==> src/rtl/pc_pkg.sv <==
// ============================================================================
// Module   : pc_pkg
// Purpose  : Shared encodings for the program-counter sequencer.
// Revision : 1.0 - initial release
// ============================================================================
`default_nettype none

package pc_pkg;

    typedef enum logic [0:0] {
        ST_RUN  = 1'b0,
        ST_HALT = 1'b1
    } state_t;

    // ACT_HOLD covers a disabled or halted cycle; the rest follow command priority.
    typedef enum logic [2:0] {
        ACT_HOLD = 3'd0,
        ACT_INC  = 3'd1,
        ACT_BR   = 3'd2,
        ACT_JMP  = 3'd3,
        ACT_CALL = 3'd4,
        ACT_RET  = 3'd5
    } act_t;

endpackage

`default_nettype wire

==> src/rtl/pc_ret_stack.sv <==
// ============================================================================
// Module   : pc_ret_stack
// Purpose  : Circular return-address stack with count and ovf/unf flags.
// Revision : 1.0 - initial release
// ============================================================================
`default_nettype none

module pc_ret_stack
    import pc_pkg::*;
#(
    parameter int DEPTH = 4,
    parameter int W     = 16
) (
    input  logic         clk,
    input  logic         reset,
    input  logic         push,
    input  logic         pop,
    input  logic [W-1:0] push_data,
    output logic [W-1:0] pop_data,
    output logic         empty,
    output logic         full,
    output logic         ovf,
    output logic         unf
);

    localparam int PTR_W = $clog2(DEPTH);
    localparam int CNT_W = $clog2(DEPTH) + 1;

    logic [W-1:0]     mem [DEPTH];
    logic [PTR_W-1:0] ptr_q, ptr_d;
    logic [CNT_W-1:0] count_q, count_d;
    logic             ovf_q, ovf_d;
    logic             unf_q, unf_d;

    assign empty    = (count_q == '0);
    assign full     = (count_q == CNT_W'(DEPTH));
    assign pop_data = mem[ptr_q];
    assign ovf      = ovf_q;
    assign unf      = unf_q;

    // ptr_q always points at the newest entry; when full, ptr_q+1 is the oldest
    // so a push naturally overwrites it.
    always_comb begin
        ptr_d   = ptr_q;
        count_d = count_q;
        ovf_d   = 1'b0;
        unf_d   = 1'b0;
        if (push) begin
            ptr_d = ptr_q + PTR_W'(1);
            if (full) ovf_d = 1'b1;
            else      count_d = count_q + CNT_W'(1);
        end else if (pop) begin
            if (empty) begin
                unf_d = 1'b1;
            end else begin
                ptr_d   = ptr_q - PTR_W'(1);
                count_d = count_q - CNT_W'(1);
            end
        end
    end

    always_ff @(posedge clk or posedge reset) begin
        if (reset) begin
            ptr_q   <= PTR_W'(DEPTH - 1);
            count_q <= '0;
            ovf_q   <= 1'b0;
            unf_q   <= 1'b0;
        end else begin
            ptr_q   <= ptr_d;
            count_q <= count_d;
            ovf_q   <= ovf_d;
            unf_q   <= unf_d;
        end
    end

    always_ff @(posedge clk) begin
        if (push) mem[ptr_d] <= push_data;
    end

endmodule

`default_nettype wire

==> src/rtl/pc_sequencer.sv <==
// ============================================================================
// Module   : pc_sequencer
// Purpose  : Fetch-stage PC with branch, jump, call/return and HALT.
// Revision : 1.0 - initial release
// ============================================================================
`default_nettype none

module pc_sequencer
    import pc_pkg::*;
#(
    parameter int                ADDR_W      = 16,
    parameter int                OFF_W       = 8,
    parameter int                STACK_DEPTH = 4,
    parameter logic [ADDR_W-1:0] RESET_VEC   = '0
) (
    input  logic              clk,
    input  logic              reset,
    input  logic              pc_enable,
    input  logic              branch_taken,
    input  logic [OFF_W-1:0]  branch_offset,
    input  logic              jump,
    input  logic              call,
    input  logic              ret,
    input  logic [ADDR_W-1:0] jump_target,
    input  logic              halt,
    input  logic              resume,
    output logic [ADDR_W-1:0] pc_out,
    output logic              halted,
    output logic              stack_empty,
    output logic              stack_full,
    output logic              stack_ovf,
    output logic              stack_unf
);

    state_t            state_q, state_d;
    logic [ADDR_W-1:0] pc_q, pc_d;
    logic              halted_q, halted_d;
    act_t              act;
    logic [ADDR_W-1:0] pc_inc;
    logic [ADDR_W-1:0] off_sext;
    logic [ADDR_W-1:0] pop_data;

    assign pc_inc   = pc_q + ADDR_W'(1);
    assign off_sext = {{(ADDR_W-OFF_W){branch_offset[OFF_W-1]}}, branch_offset};
    assign pc_out   = pc_q;
    assign halted   = halted_q;

    always_comb begin
        act = ACT_HOLD;
        if (state_q == ST_RUN && pc_enable) begin
            if      (ret)          act = ACT_RET;
            else if (call)         act = ACT_CALL;
            else if (jump)         act = ACT_JMP;
            else if (branch_taken) act = ACT_BR;
            else                   act = ACT_INC;
        end
    end

    always_comb begin
        pc_d = pc_q;
        case (act)
            ACT_INC:  pc_d = pc_inc;
            ACT_BR:   pc_d = pc_q + off_sext;
            ACT_JMP:  pc_d = jump_target;
            ACT_CALL: pc_d = jump_target;
            ACT_RET:  pc_d = stack_empty ? RESET_VEC : pop_data;
            default:  pc_d = pc_q;
        endcase

        state_d = state_q;
        case (state_q)
            ST_RUN:  if (pc_enable && halt) state_d = ST_HALT;
            ST_HALT: if (resume)            state_d = ST_RUN;
            default: state_d = ST_RUN;
        endcase
        halted_d = (state_d == ST_HALT);
    end

    always_ff @(posedge clk or posedge reset) begin
        if (reset) begin
            state_q  <= ST_RUN;
            pc_q     <= RESET_VEC;
            halted_q <= 1'b0;
        end else begin
            state_q  <= state_d;
            pc_q     <= pc_d;
            halted_q <= halted_d;
        end
    end

    pc_ret_stack #(
        .DEPTH (STACK_DEPTH),
        .W     (ADDR_W)
    ) u_stack (
        .clk       (clk),
        .reset     (reset),
        .push      (act == ACT_CALL),
        .pop       (act == ACT_RET),
        .push_data (pc_inc),
        .pop_data  (pop_data),
        .empty     (stack_empty),
        .full      (stack_full),
        .ovf       (stack_ovf),
        .unf       (stack_unf)
    );

endmodule

`default_nettype wire

==> config.mk <==
export PLATFORM = sky130hd
export DESIGN_NAME = pc_sequencer
export DESIGN_NICKNAME = d
export VERILOG_FILES = /design/src/rtl/pc_pkg.sv /design/src/rtl/pc_ret_stack.sv /design/src/rtl/pc_sequencer.sv
export SDC_FILE = /design/constraint.sdc
export NUM_CORES = 1
export LEC_CHECK = 0
export ABC_AREA = 1
export BUFFER_PORTS_ARGS = -buffer_cell sky130_fd_sc_hd__buf_2
export CORE_MARGIN = 3
export CORE_UTILIZATION = 60
export DETAILED_ROUTE_END_ITERATION = 8
export GPL_ROUTABILITY_DRIVEN = 0
export PLACE_DENSITY = 0.81
export SYNTH_ARGS = -nofsm -noshare
export SYNTH_HDL_FRONTEND = slang
export SYNTH_HIERARCHICAL = 1
export SYNTH_SLANG_ARGS = --single-unit
==> constraint.sdc <==
create_clock -name clk -period 3.1 [get_ports clk]
set_clock_uncertainty 0.05 [all_clocks]
set_input_delay 0.155 -clock clk [delete_from_list [all_inputs] [get_ports clk]]
set_output_delay 0.155 -clock clk [all_outputs]
set_load 0.01 [all_outputs]
Yosys cells after proc, flatten, opt, wreduce, memory -nomap -nowiden
Memories as Yosys holds them, arrays and structs flattened.
Index checks and enable logic that the tools add are counted.
W data, S select, Z words.
{ "op_classes": {"add_sub_neg": 6, "eq_ne": 8, "n_mux": 24, "bitwise_logic": 1, "n_reduce_logical": 7} }
{ "ops": {"columns": ["cell", "count"], "rows": [
  ["$pmux W16 S4", 1],
  ["$mux W3", 7],
  ["$add A16 B1 Y16 const B", 1],
  ["$add A16 B16 Y16", 1],
  ["$mux W16", 1],
  ["$mux W2", 5],
  ["$eq A3 B3 Y1 const B", 3],
  ["$mux W1", 9],
  ["$eq A3 B2 Y1 const B", 2],
  ["$reduce_bool A4 Y1", 1],
  ["$add A3 B1 Y3 const B", 1],
  ["$eq A3 B1 Y1 const B", 1],
  ["$logic_not A3 Y1", 1],
  ["$reduce_and A3 Y1", 1],
  ["$sub A3 B1 Y3 const B", 1],
  ["$add A2 B1 Y2 const B", 1],
  ["$logic_and A1 B1 Y1", 2],
  ["$ne A2 B1 Y1 const B", 1],
  ["$ne A2 B2 Y1 const B", 1],
  ["$pmux W1 S2", 1],
  ["$reduce_bool A2 Y1", 1],
  ["$reduce_or A2 Y1", 1],
  ["$sub A2 B1 Y2 const B", 1],
  ["$not A1 Y1", 1]
]} }
{ "word_totals": {"regBits": 24, "ram_bits": 64, "inputBits": 33, "word_cells": 53, "mem_count": 1} }
{ "memory_table": {"columns": ["memory", "words", "word_bits", "rd", "rd_clocked_by_memory_dff", "write_ports", "line", "source"], "rows": [
  ["u_stack.mem", 4, 16, 1, 0, 1, "pc_ret_stack.sv:29", "logic [W-1:0] mem [DEPTH];"]
]} }

Depth between registers and ports, before layout
Gate-level depths: netlist (run 1).
{ "logic_depth": {"depth_word": 8, "mapped_depth": 13} }

By module
The synthesis (run 1) kept the hierarchy.
{ "by_module_without_submodules": {"columns": ["module", "n_inst", "cells_per_inst", "area_per_inst_um2"], "rows": [
  ["pc_ret_stack", 1, 194, 2720.1],
  ["pc_sequencer", 1, 452, 2548.7]
]} }

Worst setup path before layout (run 1)
Ideal clock, no wire load.
{ "synth_timing": {"kind": "reg2reg", "start": "reg, netlist name halted", "end": "mem u_stack.mem[3][0] (enable)", "setup_ns": 0.409, "arrival_ns": 2.102, "t_required_ns": 2.641, "path_slack_ns": 0.539, "path_stages_with_launch": 6, "period_less_slack_ns": 2.561, "path_cell_list": "dfrtp_1 inv_2 nand2_4 nor3_2 inv_1 nor3_1"} }
{ "synth_rtl": {"columns": ["item", "line"], "rows": [
  ["end, declared", "pc_ret_stack.sv:29"]
]} }

==> results.json, run 1 <==
{
  "outcome": "completed",
  "drive_gt1_share_pct": 15.9,
  "multi_input_area_sq_um": 2340,
  "clkTransAtPathRegs_ns": 0.09,
  "p_sw_share_pct": 42.8,
  "synth_area_leader_cell": "edfxtp_1",
  "rrSetupSlack_ns": 0.91,
  "final_nets": 756,
  "drt_first_pass_iters": 5,
  "synth_nets": 697,
  "wl_per_cell_um": 15.8,
  "min_period_over_period_pct": 70.7,
  "io_pins": 54,
  "powerDensity_nw_per_um2": 751,
  "portBuffers": 53,
  "hold_end": "pc_out[11]",
  "seq_area_sq_um": 2520,
  "diodes": 0,
  "vias": 4555,
  "ys_seq_area_share_pct": 47.9,
  "leakagePower_nw": 2.79,
  "r2r-start": "halted",
  "reg2reg_depth": 9,
  "row_count": 33,
  "h-tree-depth": 3,
  "viasPerCell": 5.59,
  "hold_path_class": "in2reg",
  "grt_max_degree": 20,
  "final-setup-viol-count": 0,
  "comb_power_share_pct": 41.8,
  "postCtsSetupBuffers": 0,
  "worstSetupStartpointType": "flip-flop",
  "drtIter0Drc": 360,
  "avgSynthCellArea_sq_um": 8.16,
  "r2r-end": "u_stack/count_q[2]",
  "grtUsageTotal_pct": 27.6,
  "core_sq_um": 8380,
  "ys_top_cells_by_area": "edfxtp_1, nand2_1, dfrtp_1",
  "cap_violations": 0,
  "grt_first_pass_wirelength_um": 21300,
  "dieHeight_um": 99.7,
  "synth_top_flop_cell": "edfxtp_1",
  "min-delay-start": "jump_target[11]",
  "drv_slew": 0,
  "root_buffer": "clkbuf_8",
  "dp_cells": 796,
  "synth_seq_cells": 88,
  "area_growth_pct": 11.0,
  "relSlewSlack_pct": 49.7,
  "p_sw_mw": 1.88,
  "rsz0062_at_grt": "no",
  "hold_viol_final": 0,
  "synth_warnings": 6,
  "syn_inst": 646,
  "yosysUniqueCellTypes": 40,
  "p_int_mw": 2.51,
  "peakVddDrop_mv": 0.448,
  "initial_core_util_pct": 62.9,
  "synthesis.area_sq_um": 5270,
  "grt_pass1_vias": 4297,
  "tns_ns": 0,
  "die_w_um": 99.7,
  "crit_required_ns": 3.31,
  "yosysMostFrequentCell": "nand2_1",
  "ant_nets": 0,
  "overflow": 0,
  "synth_common_cells": "nand2_1, inv_1, edfxtp_1",
  "async_flop_share_pct": 27.3,
  "synth_top_area_share_pct": 36.5,
  "pwr-share-seq_pct": 39.9,
  "pwr-share-clk_pct": 18.4,
  "cts_buffers": 9,
  "antenna_found_initial": 0,
  "final_cells": 815,
  "fmax_ghz": 0.456,
  "worst_ep_arrival_time_ns": 2.40,
  "routed_wl_um": 12900,
  "final.min_clock_period_ns": 2.19,
  "clk_latency_ns": 0.36,
  "drc": 0,
  "crit_fanout": 18,
  "cts.sinks": 88,
  "path_class": "reg2reg",
  "min_path_cells": 5,
  "cts_tree": "built",
  "synth-edff-count": 64,
  "cp-end-kind": "flip-flop",
  "worstMarginPinSlew_ns": 0.754,
  "final.fill_count": 687,
  "dp_hpwl_um": 9550,
  "whs_ns": 0.0456,
  "ctsLongestPathBuffers": 2,
  "die_area_sq_um": 9940
}
==> layer usage <==
metal | vias to the layer above | track usage, % | part of all wire (%) | wire length, um
li1 | 2230 | - | - | -
met1 | 2117 | 39.0 | 43 | 5540
met2 | 190 | 44.8 | 47 | 6050
met3 | 18 | 4.00 | 8.6 | 1100
met4 | 0 | 7.46 | 1.3 | 164
met5 | - | 0 | 0 | 0
==> how the worst max path moves through the flow <==
stage / slack, ns / endpoint / depth (start not counted) / startpoint
after floorplan: 0.54 / u_stack/mem[3][0] / 5 / halted
after global placement: 0.99 / pc_out[6] / 11 / pc_out[0]
after detailed placement: 0.92 / pc_out[15] / 10 / u_stack/ptr_q[0]
after CTS: 0.91 / pc_out[15] / 10 / u_stack/ptr_q[0]
after global routing: 0.74 / u_stack/count_q[2] / 9 / halted
final: 0.91 / u_stack/count_q[2] / 9 / halted
==> metrics by stage <==
stage	utilization (%)	power, mW	worst slack, ns	area [sq um]
finish	69.8	4.39	0.907	5850
global route	69.8	4.71	0.743	5850
CTS	69.8	4.38	0.905	5850
detailed placement	67.0	3.58	0.923	5620
global placement	67.0	3.50	0.992	5620
floorplan	-	3.06	0.539	5270
==> registers in the layout, summed over array words and instances (netlist names) <==
signal	flops
u_stack/unf	1
u_stack/count_q	3
u_stack/ovf	1
halted	1
pc_out	16
u_stack/ptr_q	2
u_stack/mem	64
==> kinds of logic after synthesis <==
kind of cell    synth area share, %
fa+ha+maj                      4.56
simple gates                   30.8
flops                          47.9
buf+inv                        7.91
compound gates                 7.12
xor+xnor                       1.66
==> placed cells by master, fill, tap and decap left out, types with 2 or more instances in the layout <==
cell type        n
a21oi_1         21
a22oi_1         16
and2_1           2
buf_2           53
buf_4            4
clkbuf_8         9
clkinv_1         4
clkinvlp_4       2
dfrtp_1         22
dfstp_2          2
dlygate4sd3_1    3
edfxtp_1        64
fa_1             2
ha_1            16
inv_1           74
inv_2           10
inv_6            3
nand2_1        242
nand2_2          4
nand3_1         59
nand3b_1         6
nand4_1          5
nor2_1          27
nor2_2           7
nor2_4           3
nor3_1           5
nor3_2           6
o21ai_0          6
o21ai_1          7
o22ai_1          2
or2_1            3
xor2_1          10
==> critical path: stages (launching register included) <==
cell and delay [ns]:
dfrtp_1 0.40, inv_2 0.09, nand2_4 0.16, nor3_2 0.36, inv_1 0.26, fa_1 0.50
nand3_1 0.10, nand2_1 0.06, nand3_1 0.06, nand2_1 0.06
==> area by class of cell <==
class | instances | area share [%]
repair buffers | 60 | 5.56
clock buffers | 9 | 2.12
flip-flops and latches | 88 | 43.2
well taps | 105 | 2.25
clock inverters | 7 | 1.30
inverters | 88 | 5.65
multi-input cells | 458 | 40.0
==> what timing repair did <==
item / in CTS / in global routing
hold buffers: 3 / 0
gates resized for setup: 0 / 0
hold endpoints to repair: 25 / 0
==> power by group through the flow <==
stage / logic [mW] / clock network [mW] / registers [mW]
3_5_place_dp: 1.81 / 0 / 1.77
5_1_grt: 2.07 / 0.865 / 1.78
3_3_place_gp: 1.74 / 0 / 1.76
6_report: 1.83 / 0.807 / 1.75
4_1_cts: 1.82 / 0.813 / 1.75
2_1_floorplan: 1.33 / 0 / 1.73
Note: power is estimated with default switching activity, not from simulation.
==> run 2, diff against run 1 <==
CORE_UTILIZATION = 54   (was 60)
PLACE_DENSITY = 0.77   (was 0.81)
clock period = 1.9 ns   (was 3.1 ns; I/O delays follow)
==> run 2 against run 1 <==
Effect of this change:
- setup slack lost 0.89 ns
- total power rose by 87%
- via count grew 5.7%
- final area increased by 13%
- sequential power up 57%
- critical path type unchanged
- largest power group unchanged
==> results.json, run 2 (synthesis results as in run 1) <==
{
  "final_nets": 796,
  "cap_violations": 0,
  "totalPowerFinal_mw": 8.20,
  "drt_first_pass_iters": 7,
  "place_area_sq_um": 5950,
  "final_cell_mix": "nand2_1, inv_1, edfxtp_1",
  "leakagePower_nw": 3.05,
  "wl_per_cell_um": 16.0,
  "root_buffer": "clkbuf_8",
  "portBuffers": 53,
  "clkTransAtPathRegs_ns": 0.09,
  "powerDensity_nw_per_um2": 1240,
  "cts_tree": "built",
  "final.min_clock_period_ns": 1.88,
  "worstSetupStartpointType": "flip-flop",
  "hold_viol_final": 0,
  "h-tree-depth": 3,
  "ctsLongestPathBuffers": 2,
  "cp-end-kind": "flip-flop",
  "dp_hpwl_um": 9820,
  "path_class": "reg2reg",
  "grtUsageTotal_pct": 24.9,
  "routed_wl_um": 14000,
  "grt_first_pass_wirelength_um": 22100,
  "final-setup-viol-count": 0,
  "fin_util_pct": 70.4,
  "io_pins": 54,
  "rsz0062_at_grt": "yes",
  "clk_latency_ns": 0.36,
  "multi_input_area_sq_um": 2630,
  "worst_slack_ns": 0.0167,
  "crit_required_ns": 2.10,
  "crit_fanout": 4,
  "drv_slew": 0,
  "drive_gt1_share_pct": 26.3,
  "whs_ns": 0.00397,
  "cts_buffers": 9,
  "fin_area_sq_um": 6600,
  "overflow": 0,
  "dieHeight_um": 105,
  "relSlewSlack_pct": 55.0,
  "initial_core_util_pct": 56.2,
  "diodes": 0,
  "cts.sinks": 88,
  "seq_area_sq_um": 2530,
  "dp_slack_ns": 0.00750,
  "largest_reg_flops": 64,
  "grt_max_degree": 18,
  "peakVddDrop_mv": 0.700,
  "min_period_over_period_pct": 99.1,
  "top_register": "u_stack/mem",
  "vias": 4814,
  "hold_path_class": "in2reg",
  "final_cells": 879,
  "tns_ns": 0,
  "die_area_sq_um": 11000,
  "grt_pass1_vias": 4503,
  "worstMarginPinSlew_ns": 0.675,
  "antenna_found_initial": 0,
  "worst_ep_arrival_time_ns": 2.08,
  "row_count": 35,
  "ant_nets": 0,
  "fmax_ghz": 0.531,
  "final.fill_count": 695,
  "final_common_cell": "nand2_1",
  "viasPerCell": 5.48,
  "drtIter0Drc": 480,
  "drc": 0,
  "dp_cells": 849,
  "area_growth_pct": 25.2,
  "core_sq_um": 9370,
  "die_w_um": 105,
  "outcome": "completed"
}
## run 2: per-layer routing
layer	vias to the layer above	share of wire [%]	GRT usage (%)
li1	2307	-	-
met3	34	8.1	4.76
met1	2247	42	33.9
met5	-	0	0
met4	0	2.1	6.28
met2	226	48	41.3
## run 2: worst max-delay path, cell delays in order, from the launching register on
cell and delay [ns]:
dfrtp_2 0.44, ha_4 0.17, fa_2 0.36, nand2_2 0.08, nand2_2 0.06, nand3_2 0.06, nand2_2 0.08, or2_1 0.23
nand3_1 0.07, nand3_1 0.07, nand2_1 0.06, nand2_1 0.05
## run 2: power by group
group / internal (mW) / leakage [nW] / total, mW / switching (mW)
sequential: 2.49 / 0.878 / 2.75 / 0.259
combinational: 1.66 / 2.07 / 4.14 / 2.48
clock: 0.619 / 0.100 / 1.31 / 0.693
total: 4.77 / 3.05 / 8.20 / 3.43
## run 2: area by class of cell
class	instances	share of cell area (%)
Inverter	88	5.08
Multi-Input combinational cell	458	39.9
Clock buffer	9	1.88
Sequential cell	88	38.3
Timing Repair Buffer	100	11.2
Clock inverter	7	1.18
Tap cell	129	2.45
## run 2: what timing repair did
action                                  in CTS  in global routing
endpoints found under the setup margin       4                 25
hold buffers                                 5                  0
pin swaps                                    0                 14
gates cloned                                 0                  1
setup buffers                                0                  9
resized for setup                            2                 53
hold endpoints to repair                    27                  0
## run 2: final timing paths
kind	slack, ns	cells after the start	from	to
worst max-delay path	0.02	11	pc_out[0]	pc_out[6]
worst min-delay path	0.004	5	jump_target[11]	pc_out[11]
worst max register to register	0.02	11	pc_out[0]	pc_out[6]
worst min register to register	0.50	2	u_stack/count_q[2]	u_stack/count_q[2]
max in group asynchronous	1.00	3	reset	pc_out[0]
min in group asynchronous	0.17	3	reset	u_stack/count_q[2]
